File: config.mk
export PLATFORM = sky130hd
export DESIGN_NAME = frame_reader
export DESIGN_NICKNAME = d
export VERILOG_FILES = /design/src/rtl/frame_reader.sv
export SDC_FILE = /design/constraint.sdc
export NUM_CORES = 1
export LEC_CHECK = 0
export BUFFER_PORTS_ARGS = -buffer_cell sky130_fd_sc_hd__clkbuf_2
export CAP_MARGIN = 10
export CORE_ASPECT_RATIO = 1.5
export CORE_MARGIN = 2
export CORE_UTILIZATION = 45
export CTS_CLUSTER_SIZE = 8
export DETAILED_ROUTE_END_ITERATION = 8
export GPL_ROUTABILITY_DRIVEN = 0
export PLACE_DENSITY_LB_ADDON = 0.05
export REMOVE_ABC_BUFFERS = 1
export SLEW_MARGIN = 15
export SYNTH_ARGS = -nofsm -noshare
export SYNTH_HDL_FRONTEND = slang
export SYNTH_SLANG_ARGS = --single-unit
File: constraint.sdc
create_clock -name clk -period 6.5 [get_ports clk]
set_clock_uncertainty 0.15 [all_clocks]
set_input_delay 1.3 -clock clk [delete_from_list [all_inputs] [get_ports clk]]
set_output_delay 1.3 -clock clk [all_outputs]
set_load 0.05 [all_outputs]
File: src/rtl/frame_reader.sv
// ---------------------------------------------------------------------------
// frame_reader
//
// Read side of the pixel framebuffer. Generates VGA raster timing (640x480
// by default), issues one framebuffer read per visible pixel, registers the
// returned colour and drives RGB, sync and display-enable to the DAC. The
// screen-clear sweep on the write side may hold 'blank' to force black.
//
// Ports
//   clk         in   1        system clock
//   reset_n     in   1        asynchronous, active-low reset
//   pix_en      in   1        pixel tick, one clk wide, never on consecutive clks
//   start       in   1        pulse: begin scanning frames
//   stop        in   1        pulse: stop once the current frame completes
//   blank       in   1        force black output, sampled per pixel
//   rd_req      out  1        framebuffer read strobe (combinational)
//   rd_x        out  11       read column, 0 while idle
//   rd_y        out  11       read row, 0 while idle
//   rd_data     in   COLOR_W  colour word, valid exactly 1 clk after rd_req
//   rgb         out  COLOR_W  pixel colour to DAC
//   hsync_n     out  1        active-low horizontal sync
//   vsync_n     out  1        active-low vertical sync
//   de          out  1        display enable (visible pixel)
//   frame_done  out  1        1-clk pulse on the tick that wraps the raster
//   busy        out  1        high while scanning
// ---------------------------------------------------------------------------
module frame_reader #(
    parameter int H_ACTIVE = 640,
    parameter int H_FP     = 16,
    parameter int H_SYNC   = 96,
    parameter int H_BP     = 48,
    parameter int V_ACTIVE = 480,
    parameter int V_FP     = 10,
    parameter int V_SYNC   = 2,
    parameter int V_BP     = 33,
    parameter int COLOR_W  = 12
) (
    input  logic               clk,
    input  logic               reset_n,
    input  logic               pix_en,
    input  logic               start,
    input  logic               stop,
    input  logic               blank,
    output logic               rd_req,
    output logic [10:0]        rd_x,
    output logic [10:0]        rd_y,
    input  logic [COLOR_W-1:0] rd_data,
    output logic [COLOR_W-1:0] rgb,
    output logic               hsync_n,
    output logic               vsync_n,
    output logic               de,
    output logic               frame_done,
    output logic               busy
);

    localparam int H_TOTAL = H_ACTIVE + H_FP + H_SYNC + H_BP;
    localparam int V_TOTAL = V_ACTIVE + V_FP + V_SYNC + V_BP;

    localparam logic [10:0] H_ACT_C  = 11'(H_ACTIVE);
    localparam logic [10:0] V_ACT_C  = 11'(V_ACTIVE);
    localparam logic [10:0] H_LAST   = 11'(H_TOTAL - 1);
    localparam logic [10:0] V_LAST   = 11'(V_TOTAL - 1);
    localparam logic [10:0] HS_FIRST = 11'(H_ACTIVE + H_FP);
    localparam logic [10:0] HS_LAST  = 11'(H_ACTIVE + H_FP + H_SYNC - 1);
    localparam logic [10:0] VS_FIRST = 11'(V_ACTIVE + V_FP);
    localparam logic [10:0] VS_LAST  = 11'(V_ACTIVE + V_FP + V_SYNC - 1);

    typedef enum logic {
        ST_IDLE = 1'b0,
        ST_SCAN = 1'b1
    } state_t;

    state_t               state_q, state_d;
    logic [10:0]          h_q, h_d;
    logic [10:0]          v_q, v_d;
    logic                 stop_pend_q, stop_pend_d;
    logic                 de_q, de_d;
    logic                 hs_n_q, hs_n_d;
    logic                 vs_n_q, vs_n_d;
    logic [COLOR_W-1:0]   rgb_q, rgb_d;
    logic                 cap_q, cap_d;

    logic                 in_active;
    logic                 at_wrap;
    logic                 tick;

    // Raster position decode on the current (pre-increment) counters.
    assign in_active = (h_q < H_ACT_C) && (v_q < V_ACT_C);
    assign at_wrap   = (h_q == H_LAST) && (v_q == V_LAST);

    assign busy       = (state_q == ST_SCAN);
    assign tick       = busy & pix_en;
    assign rd_req     = tick & in_active;
    assign rd_x       = busy ? h_q : 11'd0;
    assign rd_y       = busy ? v_q : 11'd0;
    assign frame_done = tick & at_wrap;

    assign de      = de_q;
    assign hsync_n = hs_n_q;
    assign vsync_n = vs_n_q;
    assign rgb     = rgb_q;

    // ---- Control: scan FSM and raster counters -----------------------------
    always_comb begin
        state_d     = state_q;
        h_d         = h_q;
        v_d         = v_q;
        stop_pend_d = stop_pend_q;

        case (state_q)
            ST_IDLE: begin
                h_d         = 11'd0;
                v_d         = 11'd0;
                stop_pend_d = 1'b0;
                if (start) begin
                    state_d     = ST_SCAN;
                    // start+stop together scans exactly one frame.
                    stop_pend_d = stop;
                end
            end
            ST_SCAN: begin
                if (stop) begin
                    stop_pend_d = 1'b1;
                end
                if (pix_en) begin
                    if (h_q == H_LAST) begin
                        h_d = 11'd0;
                        if (v_q == V_LAST) begin
                            v_d = 11'd0;
                            // Only a stop seen before the wrap tick ends
                            // this frame; one arriving on it waits a frame.
                            if (stop_pend_q) begin
                                state_d     = ST_IDLE;
                                stop_pend_d = 1'b0;
                            end
                        end else begin
                            v_d = v_q + 11'd1;
                        end
                    end else begin
                        h_d = h_q + 11'd1;
                    end
                end
            end
            default: begin
                state_d = ST_IDLE;
            end
        endcase
    end

    // ---- Timing stage: de/sync registered on the pixel tick ---------------
    always_comb begin
        de_d   = de_q;
        hs_n_d = hs_n_q;
        vs_n_d = vs_n_q;

        if (!busy) begin
            de_d   = 1'b0;
            hs_n_d = 1'b1;
            vs_n_d = 1'b1;
        end else if (pix_en) begin
            de_d   = in_active;
            hs_n_d = ~((h_q >= HS_FIRST) && (h_q <= HS_LAST));
            vs_n_d = ~((v_q >= VS_FIRST) && (v_q <= VS_LAST));
        end
    end

    // ---- Colour stage: capture rd_data the clk after rd_req ---------------
    // pix_en is never on consecutive clks, so the capture clk can never
    // coincide with the next pixel tick.
    always_comb begin
        rgb_d = rgb_q;
        cap_d = rd_req;

        if (cap_q) begin
            rgb_d = blank ? '0 : rd_data;
        end else if (!busy || (pix_en && !in_active)) begin
            rgb_d = '0;
        end
    end

    always_ff @(posedge clk or negedge reset_n) begin
        if (!reset_n) begin
            state_q     <= ST_IDLE;
            h_q         <= 11'd0;
            v_q         <= 11'd0;
            stop_pend_q <= 1'b0;
            de_q        <= 1'b0;
            hs_n_q      <= 1'b1;
            vs_n_q      <= 1'b1;
            rgb_q       <= '0;
            cap_q       <= 1'b0;
        end else begin
            state_q     <= state_d;
            h_q         <= h_d;
            v_q         <= v_d;
            stop_pend_q <= stop_pend_d;
            de_q        <= de_d;
            hs_n_q      <= hs_n_d;
            vs_n_q      <= vs_n_d;
            rgb_q       <= rgb_d;
            cap_q       <= cap_d;
        end
    end

endmodule

# == After elaboration in Yosys (flattened, before gate mapping) ==
# Index checks and enable logic that the tools add are counted.
# Widths: inputs -> output; s select.
# word_totals
regBits,40
input_bits,18
out_inout_bits,40
wordCells,68
# classes
addsub,2
n_lt_le_gt_ge,6
n_eq_ne,4
mux,31
n_bitwise,6
n_reduce_logical,10
# ops
op,count
$mux 11,7
$pmux 11 s2,2
$mux 12,3
$add 11x1->11 const B,2
$eq 11x10->1 const B,2
$mux 1,17
$ge 11x10->1 const B,1
$ge 11x9->1 const B,1
$le 11x10->1 const B,1
$le 11x9->1 const B,1
$lt 11x10->1 const B,1
$lt 11x9->1 const B,1
$logic_and 1x1->1,5
$pmux 1 s2,2
$and 1x1->1,3
$not 1->1,3
$logic_not 1->1,2
$ne 2x1->1 const B,1
$ne 2x2->1 const B,1
$reduce_and 2->1,1
$reduce_bool 2->1,1
$logic_or 1x1->1,1

# == Logic depth before layout (Yosys ltp) ==
# Gate-level depths: netlist of the first run.
# logic_depth
ltp_word,7
mapped_depth,6
mapped_depth_nobuf,6

# == Least setup slack after synthesis of the first run ==
# Ideal clock, no wire load.
# synth_path
path_kind,flip-flop to output port
start,register h_q[0]
end,output frame_done
arrival_time_ns,2.406
required_time_ns,5.050
setup_slack_ns,2.644
path_stages_with_launch,7
n_path_buf,1
path_cell_list,dfrtp_1 -> ha_1 -> nand4_1 -> or4_1 -> buf_2 -> and2b_1 -> nor2b_1
# synth_between
elab_chain_cells,3
# synth_lines
item,line,text
start: declaration,74,"logic [10:0] h_q, h_d;"
start signal: assignment,184,h_q <= 11'd0;
start signal: assignment,194,h_q <= h_d;
$eq 11x10->1,89,assign at_wrap = (h_q == H_LAST) && (v_q == V_LAST);
$logic_and 1x1->1,89,
$and 1x1->1,96,assign frame_done = tick & at_wrap;
end: declaration,52,"output logic frame_done,"
# Every way passes these cells.

# == Worst setup path in the final report of the first run ==
# Ends and elaborated chain as after synthesis.

==> impl_metrics.json, run 1 <==
{
  "outcome": "completed",
  "postSynthCellCount": 223,
  "final_period_minus_worst_setup_slack_ns": 4.17,
  "synthDistinctLibCells": 47,
  "port_buffers": 57,
  "report.final.slew_viol_count": 0,
  "n_antenna_cell": 0,
  "max_freq_mhz": 240,
  "clock_tree.buffer_depth": 2,
  "grt_first_pass_wirelength_um": 8580,
  "timing.final.crit_share": 0.642,
  "post_route_cells_drive_above_1_share": 0.270,
  "synth.yosys.seq_area_share": 0.468,
  "global_route.usage.total": 0.214,
  "std_cell_rows": 30,
  "fin_util": 0.571,
  "nNetsFinal": 298,
  "wl_per_cell_um": 15.4,
  "post_cts.resized_instances": 0,
  "clkTransAtPathRegs_ns": 0.08,
  "drc": 0,
  "floorplan.die.height_um": 88.6,
  "synth_async_sr_flop_share": 1.00,
  "cts_setup_buffers": 0,
  "via_count": 1914,
  "initial_antenna_violation_count": 0,
  "synth.top_cells.by_area": "sky130_fd_sc_hd__dfrtp_1, sky130_fd_sc_hd__a22o_1, sky130_fd_sc_hd__and2_1",
  "antenna_left": 0,
  "crit_required_ns": 5.05,
  "rsz0062_at_grt": "false",
  "htreeDepth": 2,
  "cp.arrival_ns": 2.72,
  "power-per-cell-area_mw_per_mm2": 245,
  "placeableCoreArea_sq_mm": 0.00454,
  "tns_ns": 0,
  "clock-sinks": 40,
  "cts-root-buf": "sky130_fd_sc_hd__clkbuf_8",
  "worst_setup_path_end_kind": "primary output",
  "worst_path_maximum_fanout": 9,
  "drt_first_iter_violations": 110,
  "synth.largest_area_cell": "sky130_fd_sc_hd__dfrtp_1",
  "max-vdd-ir-drop_mv": 0.145,
  "cts_buffers": 5,
  "synth-edff-count": 0,
  "power.static_leakage_nw": 1.22,
  "drv.max_cap_violation_count": 0,
  "clock_insertion_delay_worst_skew_ns": 0.30,
  "timing.setup.critical_path_class": "flip-flop to primary output",
  "detail_route.first_pass.iterations": 4,
  "ys_ff_latch": 40,
  "grt-ovfl-total": 0,
  "cts_tree": "done",
  "grt_start_max_net_pins": 41,
  "total_of_endpoints_with_negative_setup_slack_in_the_final_report": 0,
  "ys.warnings.count": 0,
  "final-hold-violation-count": 0,
  "finalHoldWorstSlack_ns": 0.361,
  "ys.flop_type": "sky130_fd_sc_hd__dfrtp_1",
  "vias_per_cell": 5.60,
  "cts-hold-fix-buffers": 0,
  "synth_area_per_inst_sq_um": 9.62,
  "floorplan.initialDensity": 0.472,
  "layout-area-overhead-vs-synth_pct": 20.9,
  "fp.dieArea_sq_mm": 0.00535,
  "r2r_setup_slack_ns": 3.83,
  "worstSetupStartpointType": "flip-flop",
  "timing.slew.headroom": 0.278,
  "die_width_um": 60.4,
  "syn-cell-area_sq_mm": 0.00214,
  "yosys.area.top_type_share": 0.443,
  "io-pin-count": 58,
  "tightest_hold_check_type": "flip-flop to flip-flop",
  "number_of_global_route_vias_before_repair": 1726,
  "wl_um": 5280,
  "tightest_slew_ns": 1.08,
  "dp_hpwl_um": 3770
}
## cells in the final DEF, fill, tap and decap left out, types with 6 or more instances in the layout
| master | netlist | final |
|---|---|---|
| sky130_fd_sc_hd__a21oi_1 | 6 | 6 |
| sky130_fd_sc_hd__and2_1 | 16 | 16 |
| sky130_fd_sc_hd__clkbuf_2 | 1 | 57 |
| sky130_fd_sc_hd__inv_1 | 8 | 8 |
| sky130_fd_sc_hd__nand3_1 | 9 | 9 |
| sky130_fd_sc_hd__nor2_1 | 18 | 18 |
| sky130_fd_sc_hd__o31ai_1 | 7 | 6 |
| sky130_fd_sc_hd__nor3_1 | 8 | 8 |
| sky130_fd_sc_hd__nand2b_1 | 6 | 6 |
| sky130_fd_sc_hd__nand2_1 | 12 | 12 |
| sky130_fd_sc_hd__a22o_1 | 12 | 12 |
| sky130_fd_sc_hd__o21ai_0 | 6 | 6 |
| sky130_fd_sc_hd__dfrtp_1 | 38 | 38 |
## flip-flops by register name, summed over array words and instances, names as in the netlist
register     flops
rgb             12
busy             1
h_q             11
de               1
v_q             11
vsync_n          1
stop_pend_q      1
cap_q            1
hsync_n          1
## cell type report
cell class                      count  area [sq um]
Fill cell                         445          1950
Clock buffer                        5          68.8
Sequential cell                    40          1000
Tap cell                           64          80.1
Clock inverter                      3          42.5
Timing Repair Buffer               59           300
Multi-Input combinational cell    163          1070
Inverter                            8          30.0
## per-stage QoR
| stage | area (sq um) | worst slack, ns | cells | power, mW |
|---|---|---|---|---|
| 2_1_floorplan | 2100 | 2.62 | 211 | 0.394 |
| 3_3_place_gp | 2480 | 2.71 | 334 | 0.434 |
| 3_5_place_dp | 2480 | 2.66 | 334 | 0.434 |
| 4_1_cts | 2590 | 2.31 | 342 | 0.641 |
| 5_1_grt | 2590 | 2.16 | 342 | 0.666 |
| 6_report | 2590 | 2.33 | 342 | 0.636 |
## critical path: stages (launching register included)
cell and delay, ns:
sky130_fd_sc_hd__dfrtp_1 0.41, sky130_fd_sc_hd__ha_1 0.23, sky130_fd_sc_hd__nand4_1 0.31, sky130_fd_sc_hd__or4_1 0.75, sky130_fd_sc_hd__and2b_1 0.27, sky130_fd_sc_hd__nor2b_1 0.15, sky130_fd_sc_hd__clkbuf_2 0.30
## routing by layer
metal,vias to the layer above,part of all wire,global-route usage
li1,930,-,-
met1,909,0.43,0.286
met2,66,0.50,0.346
met3,9,0.050,0.0322
met4,0,0.021,0.0808
met5,-,0,0
## cell families after synthesis
family	after synthesis	synth area share
buffers and inverters	20	0.0368
flip-flops	40	0.468
AND/OR/NAND/NOR	99	0.266
AO/OA/AOI/OAI	55	0.187
adder cells (fa/ha/maj)	3	0.0175
XOR/XNOR	6	0.0245
## final timing paths
path,startpoint,endpoint,depth (start not counted)
setup / recovery,h_q[0],frame_done,6
hold / removal,rgb[5],rgb[5],1
setup reg to reg,h_q[0],v_q[2],5
hold reg to reg,rgb[5],rgb[5],1
max in group asynchronous,reset_n,v_q[9],1
min in group asynchronous,reset_n,rgb[7],1
## synthesized netlist by cell type, drive strengths merged, types with 2 or more instances
master,count
dfrtp,38
nor2,18
and2,16
a22o,12
nand2,12
clkbuf,10
nand3,9
inv,8
nor3,8
o31ai,7
a21oi,6
nand2b,6
o21ai,6
nand4,5
o211ai,5
or3,5
xnor2,4
a31o,3
a31oi,3
ha,3
nand3b,3
nor2b,3
nor4,3
o22ai,3
a211oi,2
and4,2
buf,2
dfstp,2
or4,2
xor2,2
## report_power, final
part	switching (mW)	leakage, nW	internal (mW)
Clock	0.0923	0.0541	0.114
Combinational	0.0982	0.649	0.0417
Sequential	0.0253	0.512	0.264
Total	0.216	1.22	0.420
No activity file was read; power rests on OpenSTA's default activity.
==> run 2, diff against run 1 <==
ABC_AREA = 1   (was default)
clock period = 4.28 ns   (was 6.5 ns; I/O delays follow)
==> impl_metrics.json, run 2 <==
{
  "post_route_cells_drive_above_1_share": 0.201,
  "post-layout-total-power_mw": 1.02,
  "cts-root-buf": "sky130_fd_sc_hd__clkbuf_8",
  "fin_util": 0.547,
  "io-pin-count": 58,
  "total_of_endpoints_with_negative_setup_slack_in_the_final_report": 0,
  "tightest_hold_check_type": "flip-flop to flip-flop",
  "die_width_um": 64.0,
  "timing.final.crit_share": 0.675,
  "n_antenna_cell": 0,
  "power.static_leakage_nw": 1.65,
  "htreeDepth": 2,
  "max-vdd-ir-drop_mv": 0.195,
  "min-delay-start": "stop_pend_q",
  "crit_start": "h_q[1]",
  "reg2reg_from": "busy",
  "crit_required_ns": 3.27,
  "synth_async_sr_flop_share": 1.00,
  "power-per-cell-area_mw_per_mm2": 361,
  "wl_per_cell_um": 12.7,
  "number_of_global_route_vias_before_repair": 2181,
  "placeableCoreArea_sq_mm": 0.00516,
  "layout.cells.most_common": "sky130_fd_sc_hd__nand2_1",
  "final_period_minus_worst_setup_slack_ns": 2.89,
  "synth.top_cells.by_count": "sky130_fd_sc_hd__nand2_1, sky130_fd_sc_hd__inv_1, sky130_fd_sc_hd__nor2_1",
  "synth_area_per_inst_sq_um": 7.01,
  "r2r-end": "h_q[4]",
  "clkTransAtPathRegs_ns": 0.09,
  "timing.slew.headroom": 0.391,
  "outcome": "completed",
  "ys_ff_latch": 40,
  "timing.hold.worst_path_depth": 2,
  "number_of_flip_flops_under_the_largest_register_name": 12,
  "postSynthCellCount": 346,
  "switching_share": 0.370,
  "stdcell_area_sq_mm": 0.00282,
  "top_count_cell_post_synth": "sky130_fd_sc_hd__nand2_1",
  "rsz0062_at_grt": "false",
  "grt-ovfl-total": 0,
  "floorplan.initialDensity": 0.470,
  "placedInstanceArea_sq_mm": 0.00271,
  "post-place-cells": 458,
  "clock_power_share": 0.317,
  "cell_internal_pwr_mw": 0.643,
  "clock-sinks": 40,
  "synth.largest_area_cell": "sky130_fd_sc_hd__dfrtp_1",
  "ys.flop_type": "sky130_fd_sc_hd__dfrtp_1",
  "via_count": 2333,
  "wl_um": 5910,
  "synth.yosys.seq_area_share": 0.414,
  "final-hold-violation-count": 0,
  "dp_hpwl_um": 4360,
  "post_cts.resized_instances": 0,
  "std_cell_rows": 32,
  "global_route.usage.total": 0.211,
  "detail_route.first_pass.iterations": 4,
  "fp.dieArea_sq_mm": 0.00601,
  "nNetsFinal": 418,
  "cts_setup_buffers": 0,
  "initial_antenna_violation_count": 0,
  "antenna_left": 0,
  "clock_insertion_delay_worst_skew_ns": 0.30,
  "tightest_slew_ns": 0.914,
  "worstSetupStartpointType": "flip-flop",
  "vias_per_cell": 5.01,
  "final-instance-count-excl-fill": 466,
  "report.final.slew_viol_count": 0,
  "drt_first_iter_violations": 114,
  "syn-cell-area_sq_mm": 0.00243,
  "grt_start_max_net_pins": 41,
  "layout.filler_cells": 527,
  "layout-area-overhead-vs-synth_pct": 16.4,
  "synthDistinctLibCells": 27,
  "clock_tree.buffer_depth": 2,
  "cts-hold-fix-buffers": 0,
  "cts_tree": "done",
  "worstHoldEndpoint": "stop_pend_q",
  "layout.cells.most_common_list": "sky130_fd_sc_hd__nand2_1, sky130_fd_sc_hd__clkbuf_2, sky130_fd_sc_hd__inv_1, sky130_fd_sc_hd__nor2_1, sky130_fd_sc_hd__dfrtp_1",
  "drc": 0,
  "cp.arrival_ns": 1.88,
  "port_buffers": 57,
  "cts_buffers": 5,
  "r2r.worst_path.cells": 8,
  "combPwrFrac": 0.242,
  "ys.warnings.count": 0,
  "synth.top_cells.by_area": "sky130_fd_sc_hd__dfrtp_1, sky130_fd_sc_hd__nand2_1, sky130_fd_sc_hd__inv_1",
  "drv.max_cap_violation_count": 0,
  "worst_path_maximum_fanout": 5,
  "worst_setup_path_end_kind": "primary output",
  "grt_first_pass_wirelength_um": 9940,
  "yosys.area.top_type_share": 0.392,
  "max_freq_mhz": 346,
  "power_frac_seq": 0.441,
  "floorplan.die.height_um": 93.9,
  "r2r_setup_slack_ns": 2.30,
  "tns_ns": 0,
  "total_switching_power_mw": 0.377,
  "synth-edff-count": 0,
  "timing.setup.critical_path_class": "flip-flop to primary output"
}
-- run 2: cell families (layout without fill, tap and decap cells) --
group	Yosys count	in the layout	synth area share
buffers and inverters	67	119	0.122
AND/OR/NAND/NOR	211	211	0.391
XOR/XNOR	4	4	0.0144
AO/OA/AOI/OAI	21	21	0.0433
flip-flops	40	40	0.414
adder cells (fa/ha/maj)	3	3	0.0155
-- run 2: critical path, cell delays in order, from the launching register on --
cell                       delay [ns]
sky130_fd_sc_hd__dfrtp_1         0.43
sky130_fd_sc_hd__ha_1            0.29
sky130_fd_sc_hd__nand2_4         0.10
sky130_fd_sc_hd__nor2_4          0.15
sky130_fd_sc_hd__nand3_1         0.08
sky130_fd_sc_hd__nor3_1          0.21
sky130_fd_sc_hd__clkbuf_2        0.32
-- run 2: through the flow --
step	setup WS (ns)	hold WS [ns]
after floorplan	0.754	0.300
after global placement	1.52	0.328
after detailed placement	1.52	0.325
after CTS	1.35	0.350
after global routing	1.23	0.381
final	1.39	0.347
-- run 2: worst max-delay path by stage --
stage                      end  slack (ns)
finish              frame_done        1.39
global route        frame_done        1.23
CTS                 frame_done        1.35
detailed placement  frame_done        1.52
global placement    frame_done        1.52
floorplan           frame_done        0.75
-- run 2: final cells by class --
| class | instances | area (sq um) | share of cell area |
|---|---|---|---|
| clock buffer | 5 | 68.8 | 0.0244 |
| clock inverter | 3 | 47.5 | 0.0168 |
| inverter | 53 | 199 | 0.0704 |
| multi-input combinational | 239 | 1130 | 0.399 |
| sequential | 40 | 1000 | 0.355 |
| tap | 68 | 85.1 | 0.0301 |
| timing repair buffer | 58 | 293 | 0.104 |
-- run 2: power by group through the flow --
stage                     Clock, mW  Combinational, mW  Sequential [mW]
after detailed placement          0              0.249            0.459
after floorplan                   0              0.193            0.445
after global placement            0              0.248            0.458
final                         0.323              0.247            0.450
after CTS                     0.332              0.249            0.451
after global routing          0.345              0.273            0.459
-- run 2: routing by layer --
layer / GRT usage / vias up / routed length [um]
met4: 0.109 / 0 / 208
met2: 0.367 / 69 / 2960
met5: 0 / - / 0
li1: - / 1177 / -
met3: 0.0348 / 19 / 273
met1: 0.247 / 1068 / 2460
==> run 3, diff against run 2 <==
clock period = 2.7 ns   (was 4.28 ns; I/O delays follow)
==> impl_metrics.json, run 3 (synthesized netlist as in run 2, its figures left out) <==
{
  "power-per-cell-area_mw_per_mm2": 565,
  "final-hold-violation-count": 0,
  "drt_first_iter_violations": 131,
  "drc": 0,
  "clock_insertion_delay_worst_skew_ns": 0.29,
  "power.static_leakage_nw": 1.66,
  "clkTransAtPathRegs_ns": 0.09,
  "worstSetupStartpointType": "flip-flop",
  "sequential_cell_area_sq_mm": 0.00100,
  "grt-ovfl-total": 0,
  "final_period_minus_worst_setup_slack_ns": 2.52,
  "clock-sinks": 40,
  "tightest_slew_ns": 0.780,
  "nNetsFinal": 421,
  "rsz0062_at_grt": "false",
  "floorplan.initialDensity": 0.470,
  "layout.filler_cells": 532,
  "layout.cells.most_common": "sky130_fd_sc_hd__nand2_1",
  "tightest_hold_check_type": "primary input to async pin",
  "reg2reg_from": "busy",
  "grt_start_max_net_pins": 27,
  "die_width_um": 64.0,
  "post_cts.resized_instances": 0,
  "htreeDepth": 2,
  "cts-hold-fix-buffers": 0,
  "number_of_flip_flops_under_the_largest_register_name": 12,
  "worst_stage_delay_on_the_critical_path_ns": 0.40,
  "clock_tree.buffer_depth": 2,
  "total_of_endpoints_with_negative_setup_slack_in_the_final_report": 0,
  "worst_slack_ns": 0.179,
  "port_buffers": 57,
  "worstPathCellList": "inv_1, ha_1, nand3_1, nor2_1, nand2_1, nor3_1, clkbuf_4",
  "report.final.slew_viol_count": 0,
  "post-place-cells": 461,
  "drv.max_cap_violation_count": 0,
  "placeableCoreArea_sq_mm": 0.00516,
  "cts_tree": "done",
  "n_antenna_cell": 0,
  "post_route_cells_drive_above_1_share": 0.209,
  "max_freq_mhz": 397,
  "layout-area-overhead-vs-synth_pct": 17.3,
  "layout.cells.most_common_list": "sky130_fd_sc_hd__nand2_1, sky130_fd_sc_hd__clkbuf_2, sky130_fd_sc_hd__inv_1, sky130_fd_sc_hd__nor2_1, sky130_fd_sc_hd__dfrtp_1",
  "wl_um": 5860,
  "crit_required_ns": 2.01,
  "initial_antenna_violation_count": 0,
  "outcome": "completed",
  "vias_per_cell": 5.02,
  "timing.setup.critical_path_class": "flip-flop to primary output",
  "timing.final.crit_share": 0.934,
  "number_of_global_route_vias_before_repair": 2163,
  "worst_path_dominant_cell_family": "simple AND/OR/NAND/NOR gates",
  "timing.slew.headroom": 0.478,
  "wl_per_cell_um": 12.5,
  "global_route.usage.total": 0.204,
  "cts_setup_buffers": 0,
  "floorplan.die.height_um": 93.9,
  "fp.dieArea_sq_mm": 0.00601,
  "grt_first_pass_wirelength_um": 9570,
  "cp.arrival_ns": 1.83,
  "dp_hpwl_um": 4400,
  "final-instance-count-excl-fill": 469,
  "std_cell_rows": 32,
  "detail_route.first_pass.iterations": 4,
  "dp_slack_ns": 0.438,
  "via_count": 2355,
  "cts_buffers": 5,
  "worst_setup_path_end_kind": "primary output",
  "cp_slowest_cell": "sky130_fd_sc_hd__dfrtp_1",
  "io-pin-count": 58,
  "max-vdd-ir-drop_mv": 0.237,
  "multi_input_gate_area_sq_mm": 0.00113,
  "cts-root-buf": "sky130_fd_sc_hd__clkbuf_8",
  "worst_path_maximum_fanout": 5,
  "antenna_left": 0,
  "crit_start": "v_q[0]",
  "worst-path-buf-inv": 2
}
run 3: power by group:
group | switching [mW] | internal (mW) | leakage [nW]
logic | 0.291 | 0.106 | 1.08
clock network | 0.224 | 0.274 | 0.0541
registers | 0.0761 | 0.638 | 0.519
run 3: through the flow:
step	total power [mW]	hold slack (ns)	TNS, ns	instance area [sq um]	utilization
finish	1.61	0.00108	0	2850	0.551
detailed placement	1.12	0.335	0	2730	0.529
floorplan	1.01	0.0944	-0.613	2330	-
global placement	1.12	0.328	0	2730	0.529
global route	1.70	0.0279	0	2850	0.551
CTS	1.62	0.00859	0	2840	0.550
run 3: layer usage:
metal | part of all wire | GRT usage | up-vias
met5 | 0 | 0 | -
met4 | 0.027 | 0.101 | 0
met3 | 0.040 | 0.0360 | 15
met2 | 0.51 | 0.360 | 66
met1 | 0.42 | 0.233 | 1090
li1 | - | - | 1184
run 3: final cells by class:
cell class                 count  share of cell area
tap                           68              0.0299
multi-input combinational    239               0.397
inverter                      53              0.0699
sequential                    40               0.353
clock inverter                 3              0.0149
timing repair buffer          61               0.112
clock buffer                   5              0.0242
run 3: worst paths after layout:
check	endpoint	slack (ns)	cells past startpoint
worst min register to register	rgb[11]	0.35	2
worst min-delay path	h_q[6]	0.001	1
worst max register to register	h_q[4]	0.78	8
min in group clk	rgb[11]	0.29	3
max in group asynchronous	rgb[6]	1.72	2
worst max-delay path	frame_done	0.18	7
